$ cat config.mk
export PLATFORM = sky130hd
export DESIGN_NAME = shift_rotate_unit
export DESIGN_NICKNAME = d
export VERILOG_FILES = /design/src/rtl/shift_pkg.sv /design/src/rtl/shift_step.sv /design/src/rtl/shift_rotate_unit.sv
export SDC_FILE = /design/constraint.sdc
export NUM_CORES = 1
export LEC_CHECK = 0
export ABC_CLOCK_PERIOD_IN_PS = 2540
export CAP_MARGIN = 20
export CORE_MARGIN = 2
export CORE_UTILIZATION = 25
export CTS_CLUSTER_SIZE = 24
export DETAILED_ROUTE_END_ITERATION = 7
export MAX_ROUTING_LAYER = met4
export SYNTH_ARGS = -nofsm -noshare
export SYNTH_HDL_FRONTEND = slang
export SYNTH_HIERARCHICAL = 1
export SYNTH_SLANG_ARGS = --single-unit
$ cat constraint.sdc
create_clock -name clock -period 2.54 [get_ports clock]
set_input_delay 0.508 -clock clock [delete_from_list [all_inputs] [get_ports clock]]
set_output_delay 0.508 -clock clock [all_outputs]
set_load 0.01 [all_outputs]
$ cat src/rtl/shift_pkg.sv
// Shared encodings, FSM state type and parameter sanity check for the shift/rotate unit.
// Latency: none (declarations only).
// Backpressure: not applicable.
package shift_pkg;

    localparam logic [2:0] OP_SHL  = 3'b000;
    localparam logic [2:0] OP_SHR  = 3'b001;
    localparam logic [2:0] OP_SHRA = 3'b010;
    localparam logic [2:0] OP_ROL  = 3'b011;
    localparam logic [2:0] OP_ROR  = 3'b100;

    typedef enum logic [1:0] {
        IDLE = 2'd0,
        RUN  = 2'd1,
        DONE = 2'd2
    } state_t;

    // Codes above OP_ROR move the operand through untouched.
    function automatic logic isPassOp(input logic [2:0] opCode);
        return opCode > OP_ROR;
    endfunction

    // STEP must be a power of two no larger than half the word, so the
    // per-cycle mux chain never has to wrap a full word.
    function automatic bit stepOk(input int width, input int step);
        return (step >= 1) && ((step & (step - 1)) == 0) && (step <= width / 2);
    endfunction

endpackage

$ cat src/rtl/shift_step.sv
// Moves a word by n bits (1..STEP) in the direction and fill mode selected by op.
// Latency: purely combinational, log2(STEP)+1 mux stages.
// Backpressure: none; output follows inputs.
module shift_step
    import shift_pkg::*;
#(
    parameter  int WIDTH = 32,
    parameter  int STEP  = 1,
    localparam int NW    = $clog2(STEP) + 1
) (
    input  logic [WIDTH-1:0] din,
    input  logic [2:0]       op,
    input  logic [NW-1:0]    n,
    input  logic             sign,
    output logic [WIDTH-1:0] dout
);

    // stage[k] holds the word after the low k bits of n have been applied.
    logic [WIDTH-1:0] stage [NW+1];

    assign stage[0] = din;

    for (genvar k = 0; k < NW; k++) begin : gStage
        localparam int K = 1 << k;

        logic [WIDTH-1:0] cur;
        logic [WIDTH-1:0] moved;

        assign cur = stage[k];

        // Fixed move by 2^k bits in the selected mode.
        always_comb begin
            moved = cur;
            case (op)
                OP_SHL:  moved = cur << K;
                OP_SHR:  moved = cur >> K;
                OP_SHRA: moved = {{K{sign}}, cur[WIDTH-1:K]};
                OP_ROL:  moved = {cur[WIDTH-K-1:0], cur[WIDTH-1:WIDTH-K]};
                OP_ROR:  moved = {cur[K-1:0], cur[WIDTH-1:K]};
                default: moved = cur;
            endcase
        end

        assign stage[k+1] = n[k] ? moved : cur;
    end

    assign dout = stage[NW];

endmodule

$ cat src/rtl/shift_rotate_unit.sv
// Multi-cycle shift/rotate unit (SHL, SHR, SHRA, ROL, ROR) moving up to STEP bits per cycle.
// Latency: ceil(shamt/STEP) cycles after the start edge; zero for shamt==0 or pass-through.
// Backpressure: start ignored while busy; done pulses one cycle, a new start is taken in that cycle.
module shift_rotate_unit
    import shift_pkg::*;
#(
    parameter int WIDTH   = 32,
    parameter int SHAMT_W = $clog2(WIDTH),
    parameter int STEP    = 1
) (
    input  logic               clock,
    input  logic               clear_n,
    input  logic               start,
    input  logic [2:0]         op,
    input  logic [WIDTH-1:0]   a,
    input  logic [SHAMT_W-1:0] shamt,
    output logic               busy,
    output logic               done,
    output logic [WIDTH-1:0]   z
);

    localparam int NW = $clog2(STEP) + 1;
    localparam logic [SHAMT_W-1:0] STEP_AMT = SHAMT_W'(STEP);

    if (!stepOk(WIDTH, STEP)) begin : gBadStep
        $error("shift_rotate_unit: STEP must be a power of two and at most WIDTH/2");
    end

    state_t             state;
    state_t             stateNext;
    logic [2:0]         opReg;
    logic [WIDTH-1:0]   work;
    logic               sign;
    logic [SHAMT_W-1:0] rem;
    logic [SHAMT_W-1:0] remNext;
    logic [NW-1:0]      nStep;
    logic [WIDTH-1:0]   stepped;
    logic               accept;
    logic               immediate;

    // A request is only looked at outside RUN; zero amounts and pass-through finish at once.
    assign accept    = (state != RUN) && start;
    assign immediate = (shamt == '0) || isPassOp(op);

    // Bits moved this cycle: the full STEP until the remainder is smaller.
    assign nStep   = (rem < STEP_AMT) ? rem[NW-1:0] : STEP_AMT[NW-1:0];
    assign remNext = rem - SHAMT_W'(nStep);

    shift_step #(
        .WIDTH (WIDTH),
        .STEP  (STEP)
    ) uStep (
        .din  (work),
        .op   (opReg),
        .n    (nStep),
        .sign (sign),
        .dout (stepped)
    );

    // State register.
    always_ff @(posedge clock or negedge clear_n) begin
        if (!clear_n) begin
            state <= IDLE;
        end else begin
            state <= stateNext;
        end
    end

    // Next-state: DONE lasts one cycle unless a new request arrives in it.
    always_comb begin
        stateNext = state;
        case (state)
            IDLE, DONE: begin
                if (start) begin
                    stateNext = immediate ? DONE : RUN;
                end else begin
                    stateNext = IDLE;
                end
            end
            RUN: begin
                stateNext = (remNext == '0) ? DONE : RUN;
            end
            default: stateNext = IDLE;
        endcase
    end

    // Operand capture, per-cycle stepping and result update.
    always_ff @(posedge clock or negedge clear_n) begin
        if (!clear_n) begin
            opReg <= OP_SHL;
            work  <= '0;
            sign  <= 1'b0;
            rem   <= '0;
            z     <= '0;
        end else if (accept) begin
            opReg <= op;
            work  <= a;
            rem   <= shamt;
            sign  <= a[WIDTH-1];
            if (immediate) begin
                z <= a;
            end
        end else if (state == RUN) begin
            work <= stepped;
            rem  <= remNext;
            if (remNext == '0) begin
                z <= stepped;
            end
        end
    end

    assign busy = (state == RUN);
    assign done = (state == DONE);

endmodule

==> results.ini, run 1 <==
[timing]
setup_viol=0
rsz0062_at_grt=false
clock_skew_ps=8.007
slew_headroom_pct=32.90
tightest_slew_ps=1006
max_clock_freq_ghz=0.4367
finalHoldViolCount=0
fin_crit_ps=2290
setup_tns_ps=0
drv_slew=0
period_share_pct=90.16

[critical_path]
critPathLaunchType=register
crit_required_ps=2810
reg2reg_to=z[13]$_DFFE_PN0P_
cp_slowest_cell=o21ai_2
end_kind=register
path_delay_family=compound AO/OA/AOI/OAI gates
crit_path_max_incr_delay_ps=810
critPathArrivalTime_ps=2560
r2r_cells=7
worst-path-max-fanout=21
crit_type=register to register
path_cells=o21ai_2, buf_4, o211ai_1, a31oi_1, nor2_1, nand2_1, o221a_1
crit_buf_inv=1
worstReg2RegStart=opReg[0]$_DFFE_PN0P_
rrSetupSlack_ps=250

[min_path]
hold_path_class=input pin to async pin

[synth]
yosysMostFrequentCell=dfrtp_1
syn_inst=478
async_reset_ff_share_pct=100.0
yosys_warnings=6
synth_top_cell_area_share_pct=41.11
syn_nets=522
ys_top_cells_by_count=dfrtp_1, a21oi_1, nor2_1
synth_seq_area_share_pct=41.11
synth_edf_count=0
ys_ff_latch=75
ys.flop_type=dfrtp_1
netlist_area_mm2=0.004566
synth_cell_types=43
synth_area_leaders=dfrtp_1, o221a_1, mux2i_1, a21oi_1, nand3b_1
synth_area_leader_cell=dfrtp_1
avgSynthCellArea_um2=9.552

[place]
routabilityCongestion=0.8367
place_area_mm2=0.005529
numPortBuffers=76
dp_hpwl_mm=9.037

[detailed_routing]
via_per_inst=5.388
num_vias=4143
dr.pass1.iters=5
dr.first_iter.drc_count=357
wl_per_cell_um=17.46
wl_mm=13.43
route.detailed.drc=0
ant_nets=0

[global_route]
grt_overflow=0
antenna_found_initial=0
grt_pass1_wl_mm=22.18
grt_max_degree=43
grt.total_usage_pct=14.40
grt_pass1_vias=4173

[clocking]
cts_setup_buffers=0
ctsResizeCount=0
numClockSinks=75
clk_path_buf_depth=2
clkTransAtPathRegs_ps=60
cts_buffers=9
htreeDepth=3
clockRootBuffer=clkbuf_16
hold_buffers=0
clk_latency_ps=340
cts_tree=done

[die]
die_area_mm2=0.01936
die-height_um=139.1
coreArea_mm2=0.01796
initial_core_util_pct=25.42
io_pins=77
die_x_um=139.1
core.rowCount=49

[layout]
drive_gt1_share_pct=11.11
syn_to_final_growth_pct=27.98
antenna-diode-count=0
fin_nets=581
design_area_mm2=0.005843

[power]
ir_drop_mv=0.4834
p_leak_uw=0.002139
power_density_mw_per_mm2=1468

[run_status]
outcome=complete, no violations

[flow_run]
maxCapViolCount=0

-- registers in the layout (all words and copies together), names as in the netlist --
| signal | flops |
|---|---|
| opReg | 3 |
| sign | 1 |
| z | 32 |
| rem | 5 |
| state | 2 |
| work | 32 |
-- worst max path at each step --
stage                              start                end  slack [ps]  cells after the start
finish              opReg[0]$_DFFE_PN0P_  z[13]$_DFFE_PN0P_         250                      7
global route        opReg[0]$_DFFE_PN0P_   z[9]$_DFFE_PN0P_          70                      7
CTS                   rem[2]$_DFFE_PN0P_  z[11]$_DFFE_PN0P_         130                      8
detailed placement              shamt[1]   z[7]$_DFFE_PN0P_          50                      6
global placement                shamt[1]  z[30]$_DFFE_PN0P_          70                      6
floorplan             rem[3]$_DFFE_PN0P_   z[0]$_DFFE_PN0P_         560                      8
-- per-layer routing --
layer  vias up  GRT usage (%)  part of all wire [%]
met2       154          23.15                    48
met4         0          3.775                  0.74
met5         -              -                     0
met3         8          2.590                   4.8
met1      2054          18.80                    47
li1       1927              -                     -
-- placed cells by master, fill, tap and decap left out, types with 3 or more instances in the layout --
cell | Yosys | final
o211ai_1 | 31 | 31
o221a_1 | 30 | 30
o221a_2 | 3 | 3
dfrtp_1 | 75 | 75
nand2b_1 | 4 | 3
nand2_1 | 37 | 37
clkdlybuf4s50_1 | 0 | 74
mux2_2 | 5 | 5
a31oi_1 | 32 | 32
buf_12 | 0 | 4
nand3b_1 | 32 | 32
buf_4 | 3 | 20
o21ai_0 | 6 | 6
o21ai_1 | 4 | 3
nor2_1 | 39 | 38
o22ai_1 | 3 | 3
mux2i_1 | 33 | 33
clkbuf_16 | 0 | 9
a21oi_1 | 64 | 64
-- report_power, final --
| part | switching (uW) | leakage (uW) | internal [uW] |
|---|---|---|---|
| sequential | 550 | 0.000841 | 1820 |
| clock | 501 | 0.000141 | 778 |
| combinational | 2700 | 0.00116 | 2230 |
| total | 3750 | 0.00214 | 4830 |
-- stage by stage --
step	setup WS, ps	total power (uW)	util (%)	hold slack, ps	instances
after floorplan	561.7	5747	-	212.4	478
after global placement	68.77	7068	30.78	492.6	754
after detailed placement	53.47	7215	30.78	501.0	754
after CTS	128.9	8530	32.40	139.0	768
after global routing	68.25	9267	32.53	151.3	769
final	250.0	8578	32.53	126.7	769
-- worst reg2reg max path: stages, from the launching register on --
cell      delay [ps]
dfrtp_1          430
o21ai_2          810
buf_4            320
o211ai_1         110
a31oi_1          200
nor2_1            90
nand2_1           90
o221a_1          170
-- layout make-up --
cell class                      count  area (um^2)
Fill cell                        1797        12120
Clock buffer                       10        239.0
Sequential cell                    75         1877
Timing Repair Buffer              100        991.0
Multi-Input combinational cell    349         2391
Clock inverter                      4        51.30
Inverter                            2        7.507
Tap cell                          229        286.5
-- kinds of logic (layout without fill, tap and decap cells) --
kind of cell	Yosys count	in the layout	synth area share [%]
multiplexers	38	38	8.468
AND/OR/NAND/NOR	126	126	14.25
AO/OA/AOI/OAI	181	181	28.14
XOR/XNOR	3	3	0.9046
flip-flops	75	75	41.11
buffers and inverters	54	116	6.851
adder cells (fa/ha/maj)	1	1	0.2740
Note: power is estimated with default switching activity, not from simulation.
==> run 2, diff against run 1 <==
--- a/config.mk
+++ b/config.mk
@@ -5,7 +5,7 @@
 export SDC_FILE = /design/constraint.sdc
 export NUM_CORES = 1
 export LEC_CHECK = 0
-export ABC_CLOCK_PERIOD_IN_PS = 2540
+export ABC_CLOCK_PERIOD_IN_PS = 2200
 export CAP_MARGIN = 20
 export CORE_MARGIN = 2
 export CORE_UTILIZATION = 25
==> constraint.sdc (replaced) <==
create_clock -name clock -period 2.2 [get_ports clock]
set_input_delay 0.44 -clock clock [delete_from_list [all_inputs] [get_ports clock]]
set_output_delay 0.44 -clock clock [all_outputs]
set_load 0.01 [all_outputs]
==> results.ini, run 2 (same netlist as run 1, synthesis figures left out) <==
[layout]
syn_to_final_growth_pct=31.30
top_regs=work (32), z (32), rem (5)
layout_commonest_cell=dfrtp_1
layout_common_cells=dfrtp_1, clkdlybuf4s50_1, a21oi_1, nor2_1, nand2_1
antenna-diode-count=0  ; unchanged
drive_gt1_share_pct=12.73  ; +1.6 points
fin_cells=779  ; +1.3%
n_fill_cell=1837  ; +2.2%
fin_nets=589  ; +1.4%

[critical_path]
critPathArrivalTime_ps=1640  ; -920 ps
worst-path-max-fanout=5  ; -76%
crit_type=register to output port
cp_slowest_cell=clkdlybuf4s50_1
crit_buf_inv=2  ; +1
crit_required_ps=1760  ; -1050 ps
crit_path_max_incr_delay_ps=580  ; -230 ps
end_kind=output port
path_delay_family=buffers and inverters
critPathLaunchType=register
path_cells=nand2b_2, inv_1, clkdlybuf4s50_1

[clocking]
clkTransAtPathRegs_ps=60  ; about the same
clockRootBuffer=clkbuf_16
clk_latency_ps=340  ; about the same
clk_path_buf_depth=2  ; unchanged
cts_buffers=9  ; unchanged
numClockSinks=75  ; unchanged
cts_tree=done
htreeDepth=3  ; unchanged

[timing]
setup_viol=0  ; unchanged
max_clock_freq_ghz=0.4803
fin_crit_ps=2082
tightest_slew_ps=605.1  ; -401.3 ps
clock_skew_ps=7.297  ; -0.7107 ps
drv_slew=0  ; unchanged
rsz0062_at_grt=false
finalHoldViolCount=0  ; unchanged
slew_headroom_pct=59.60  ; +27 points
period_share_pct=94.64

[global_route]
grt_pass1_wl_mm=21.76  ; -1.9%
grt.total_usage_pct=14.14  ; -0.26 points
antenna_found_initial=0  ; unchanged
grt_max_degree=80  ; +86%
grt_pass1_vias=4095  ; -1.9%
grt_overflow=0  ; unchanged

[flow_run]
maxCapViolCount=0  ; unchanged

[power]
pwr-share-seq_pct=26.4  ; -1.2 points
p_leak_uw=0.002220  ; +3.8%
switching_share_pct=42.50  ; -1.2 points
clock_power_share_pct=16.8  ; +1.9 points
internal_power_uw=5968  ; +24%
finalPower_uw=10380  ; +21%
ir_drop_mv=0.7104  ; +47%
p_comb_share_pct=56.8  ; -0.7 points
power_density_mw_per_mm2=1731  ; +18%
power.switching_uw=4411  ; +18%

[die]
die_x_um=139.1  ; unchanged
coreArea_mm2=0.01796  ; unchanged
die_area_mm2=0.01936  ; unchanged
die-height_um=139.1  ; unchanged
core.rowCount=49  ; unchanged
initial_core_util_pct=25.42  ; unchanged
io_pins=77  ; unchanged

[place]
place_inst=760  ; +0.80%
dp_hpwl_mm=8.878  ; -1.8%
numPortBuffers=76  ; unchanged
routabilityCongestion=0.7773  ; -7.1%

[detailed_routing]
num_vias=4115  ; -0.68%
wl_mm=13.28  ; -1.1%
dr.pass1.iters=6  ; +1
ant_nets=0  ; unchanged
wl_per_cell_um=17.05  ; -2.3%
via_per_inst=5.282  ; -2.0%
route.detailed.drc=0  ; unchanged
dr.first_iter.drc_count=364  ; +2.0%

[min_path]
hold_path_class=input pin to async pin

[run_status]
outcome=complete, no violations

[run 2: worst paths after layout]
check                                         from                   end  slack (ps)  cells after the start
worst min register to register    sign$_DFFE_PN0P_      sign$_DFFE_PN0P_         540                      1
min in group clock                sign$_DFFE_PN0P_      sign$_DFFE_PN0P_         540                      1
worst min-delay path                       clear_n    rem[2]$_DFFE_PN0P_          70                      1
worst max register to register  rem[1]$_DFFE_PN0P_      z[5]$_DFFE_PN0P_         120                      8
max in group asynchronous                  clear_n  work[15]$_DFFE_PN0P_        1530                      2
worst max-delay path            state[1]$_DFF_PN0_                  busy         120                      3
[run 2: through the flow]
step           setup TNS [ps]  hold slack, ps  util (%)  cell area (um^2)  setup slack, ps
5_1_grt                     0           95.82     33.37              5995            7.859
3_3_place_gp            -6502           441.0     31.10              5587           -217.4
6_report                    0           74.32     33.37              5995            117.9
4_1_cts                     0           81.42     33.17              5958            58.95
2_1_floorplan               0           144.4         -              4566            221.7
3_5_place_dp            -7275           448.6     31.10              5587           -265.8
[run 2: per-layer routing]
metal  global-route usage [%]  vias up  wire length, um  share of wire, %
met1                    18.50     2011             6016                45
met2                    22.79      154             6426                48
met3                    2.831       12              745               5.6
met4                    3.030        0               93              0.70
li1                         -     1938                -                 -
met5                        -        -                0                 0
[run 2: worst reg2reg max path, stage by stage, from the launching register on]
cell and delay, ps:
dfrtp_1 400, nor2_1 170, a21oi_1 110, ha_1 240
xnor2_2 210, o2111ai_2 210, o22ai_4 260, buf_12 200
o221a_1 210
[run 2: power by group through the flow]
stage	Sequential, uW	Combinational (uW)	Clock (uW)
3_3_place_gp	2710	5610	0
6_report	2740	5900	1740
2_1_floorplan	2700	3930	0
4_1_cts	2730	5780	1770
5_1_grt	2840	6510	1830
3_5_place_dp	2710	5730	0
[run 2: timing repair]
item | CTS | global route
pin swaps | 0 | 1
resized for setup | 2 | 2
endpoints found under the setup margin | 9 | 32
hold buffers | 0 | 0
buffers inserted | 0 | 3
[run 2: final cells by class]
type,instances,area [um^2],area share (%)
clock buffers,9,225.2,3.757
well taps,229,286.5,4.780
repair buffers,108,1056,17.62
clock inverters,7,123.9,2.066
inverters,2,7.507,0.1252
flip-flops and latches,75,1877,31.31
multi-input cells,349,2419,40.35
==> run 3, diff against run 2 <==
--- a/config.mk
+++ b/config.mk
@@ -8,7 +8,7 @@
 export ABC_CLOCK_PERIOD_IN_PS = 2200
 export CAP_MARGIN = 20
 export CORE_MARGIN = 2
-export CORE_UTILIZATION = 25
+export CORE_UTILIZATION = 40
 export CTS_CLUSTER_SIZE = 24
 export DETAILED_ROUTE_END_ITERATION = 7
 export MAX_ROUTING_LAYER = met4
==> results.ini, run 3 (same netlist as run 1, synthesis figures left out) <==
[timing]
drv_slew=0  ; unchanged
setup_viol=0  ; unchanged
fin_hold_ws_ps=41.07  ; -33.25 ps
finalHoldViolCount=0  ; unchanged
max_clock_freq_ghz=0.4806  ; about the same
fin_ws_ps=119.1  ; +1.147 ps
tightest_slew_ps=554.5  ; -50.57 ps
clock_skew_ps=9.696  ; +2.399 ps
slew_headroom_pct=62.98  ; +3.4 points
rsz0062_at_grt=false
fin_crit_ps=2081  ; -1.147 ps
period_share_pct=94.59  ; about the same

[power]
p_leak_uw=0.002216  ; -0.20%
power_density_mw_per_mm2=1726  ; -0.31%
finalPower_uw=10140  ; -2.3%
ir_drop_mv=0.8891  ; +25%

[die]
coreArea_mm2=0.01127  ; -37%
die_x_um=110.8  ; -20%
io_pins=77  ; unchanged
die-height_um=110.8  ; -20%
core.rowCount=39  ; -20%
initial_core_util_pct=40.50  ; +15 points
die_area_mm2=0.01228  ; -37%

[layout]
n_fill_cell=1052  ; -43%
drive_gt1_share_pct=13.41  ; +0.68 points
top_regs=work (32), z (32), rem (5)
fin_nets=591  ; +0.34%
fin_cells=695  ; -11%
layout_common_cells=dfrtp_1, clkdlybuf4s50_1, a21oi_1, nor2_1, nand2_1
layout_commonest_cell=dfrtp_1
syn_to_final_growth_pct=28.64
antenna-diode-count=0  ; unchanged
final_core_util_pct=52.10  ; +19 points
seq_area_mm2=0.001877  ; unchanged
multi_input_area_mm2=0.002424  ; +0.21%

[clocking]
numClockSinks=75  ; unchanged
cts_tree=done
clk_path_buf_depth=2  ; unchanged
hold_buffers=0  ; unchanged
htreeDepth=3  ; unchanged
clk_latency_ps=340  ; about the same
clkTransAtPathRegs_ps=60  ; about the same
cts_buffers=9  ; unchanged
clockRootBuffer=clkbuf_16

[detailed_routing]
route.detailed.drc=0  ; unchanged
ant_nets=0  ; unchanged
dr.pass1.iters=6  ; unchanged
wl_per_cell_um=17.40  ; +2.0%
via_per_inst=5.905  ; +12%
num_vias=4104  ; -0.27%
wl_mm=12.09  ; -9.0%
dr.first_iter.drc_count=280  ; -23%

[critical_path]
crit_type=register to register
crit_required_ps=2470  ; +710 ps
worst-path-max-fanout=18  ; +13
critPathArrivalTime_ps=2350  ; +710 ps
critPathLaunchType=register
rrSetupSlack_ps=120  ; about the same
end_kind=register

[place]
dp_hpwl_mm=7.935  ; -11%
routabilityCongestion=0.7796  ; +0.30%
place_inst=677  ; -11%
pre_cts_ws_ps=-196.5  ; +69.34 ps
numPortBuffers=76  ; unchanged

[global_route]
grt_pass1_wl_mm=20.28  ; -6.8%
grt_overflow=0  ; unchanged
grt_max_degree=80  ; unchanged
grt.total_usage_pct=20.40  ; +6.3 points
antenna_found_initial=0  ; unchanged
grt_pass1_vias=3972  ; -3.0%

[run_status]
outcome=complete, no violations

[flow_run]
maxCapViolCount=0  ; unchanged

[min_path]
hold_path_class=input pin to async pin

[run 3: changes by cell type in the layout (fill, tap and decap cells not counted), sizes merged]
| cell | before | now |
|---|---|---|
| buf | 34 | 36 |
| clkbuf | 9 | 11 |
| inv | 4 | 2 |
| bufinv | 3 | 2 |
| clkinv | 2 | 3 |
[run 3: path summary, 6_finish.rpt]
check	from	endpoint	cells after the start
max	rem[3]$_DFFE_PN0P_	z[4]$_DFFE_PN0P_	8
min	clear_n	rem[3]$_DFFE_PN0P_	1
max reg2reg	rem[3]$_DFFE_PN0P_	z[4]$_DFFE_PN0P_	8
min reg2reg	sign$_DFFE_PN0P_	sign$_DFFE_PN0P_	1
max in group asynchronous	clear_n	work[14]$_DFFE_PN0P_	2
min in group clock	start	rem[2]$_DFFE_PN0P_	3
[run 3: area by class of cell]
cell class	count	area share, %
multi-input combinational	349	41.27
sequential	75	31.96
timing repair buffer	110	18.02
clock buffer	11	4.303
tap	143	3.046
clock inverter	5	1.278
inverter	2	0.1278
[run 3: power breakdown]
part / leakage, uW / switching (uW) / total (uW) / internal (uW)
combinational: 0.00121 / 3080 / 5780 / 2700
clock: 0.000165 / 581 / 1630 / 1050
sequential: 0.000841 / 627 / 2730 / 2100
[run 3: through the flow]
stage / setup TNS [ps] / cell area [um^2]
after global routing: 0 / 5873
after CTS: 0 / 5817
after floorplan: 0 / 4566
after detailed placement: -5544 / 5489
after global placement: -4469 / 5489
final: 0 / 5873
[run 3: layer usage]
layer / global-route usage [%] / up-vias / wire (um)
met4: 5.083 / 0 / 114
met2: 31.12 / 124 / 5618
met1: 28.34 / 2022 / 5776
li1: - / 1948 / -
met3: 3.718 / 10 / 582
met5: - / - / 0
[run 3: what timing repair did]
item,CTS,global route
resized for setup,0,6
setup buffers,0,2
setup endpoints to repair,0,47
hold endpoints to repair,0,0
[run 3: critical path: stages (launching register included)]
cell and delay [ps]:
dfrtp_1 420, nor2_2 70, a21oi_1 220, ha_2 280, xnor2_2 140, o2111ai_2 200, o22ai_4 290, buf_12 200
o221a_1 200
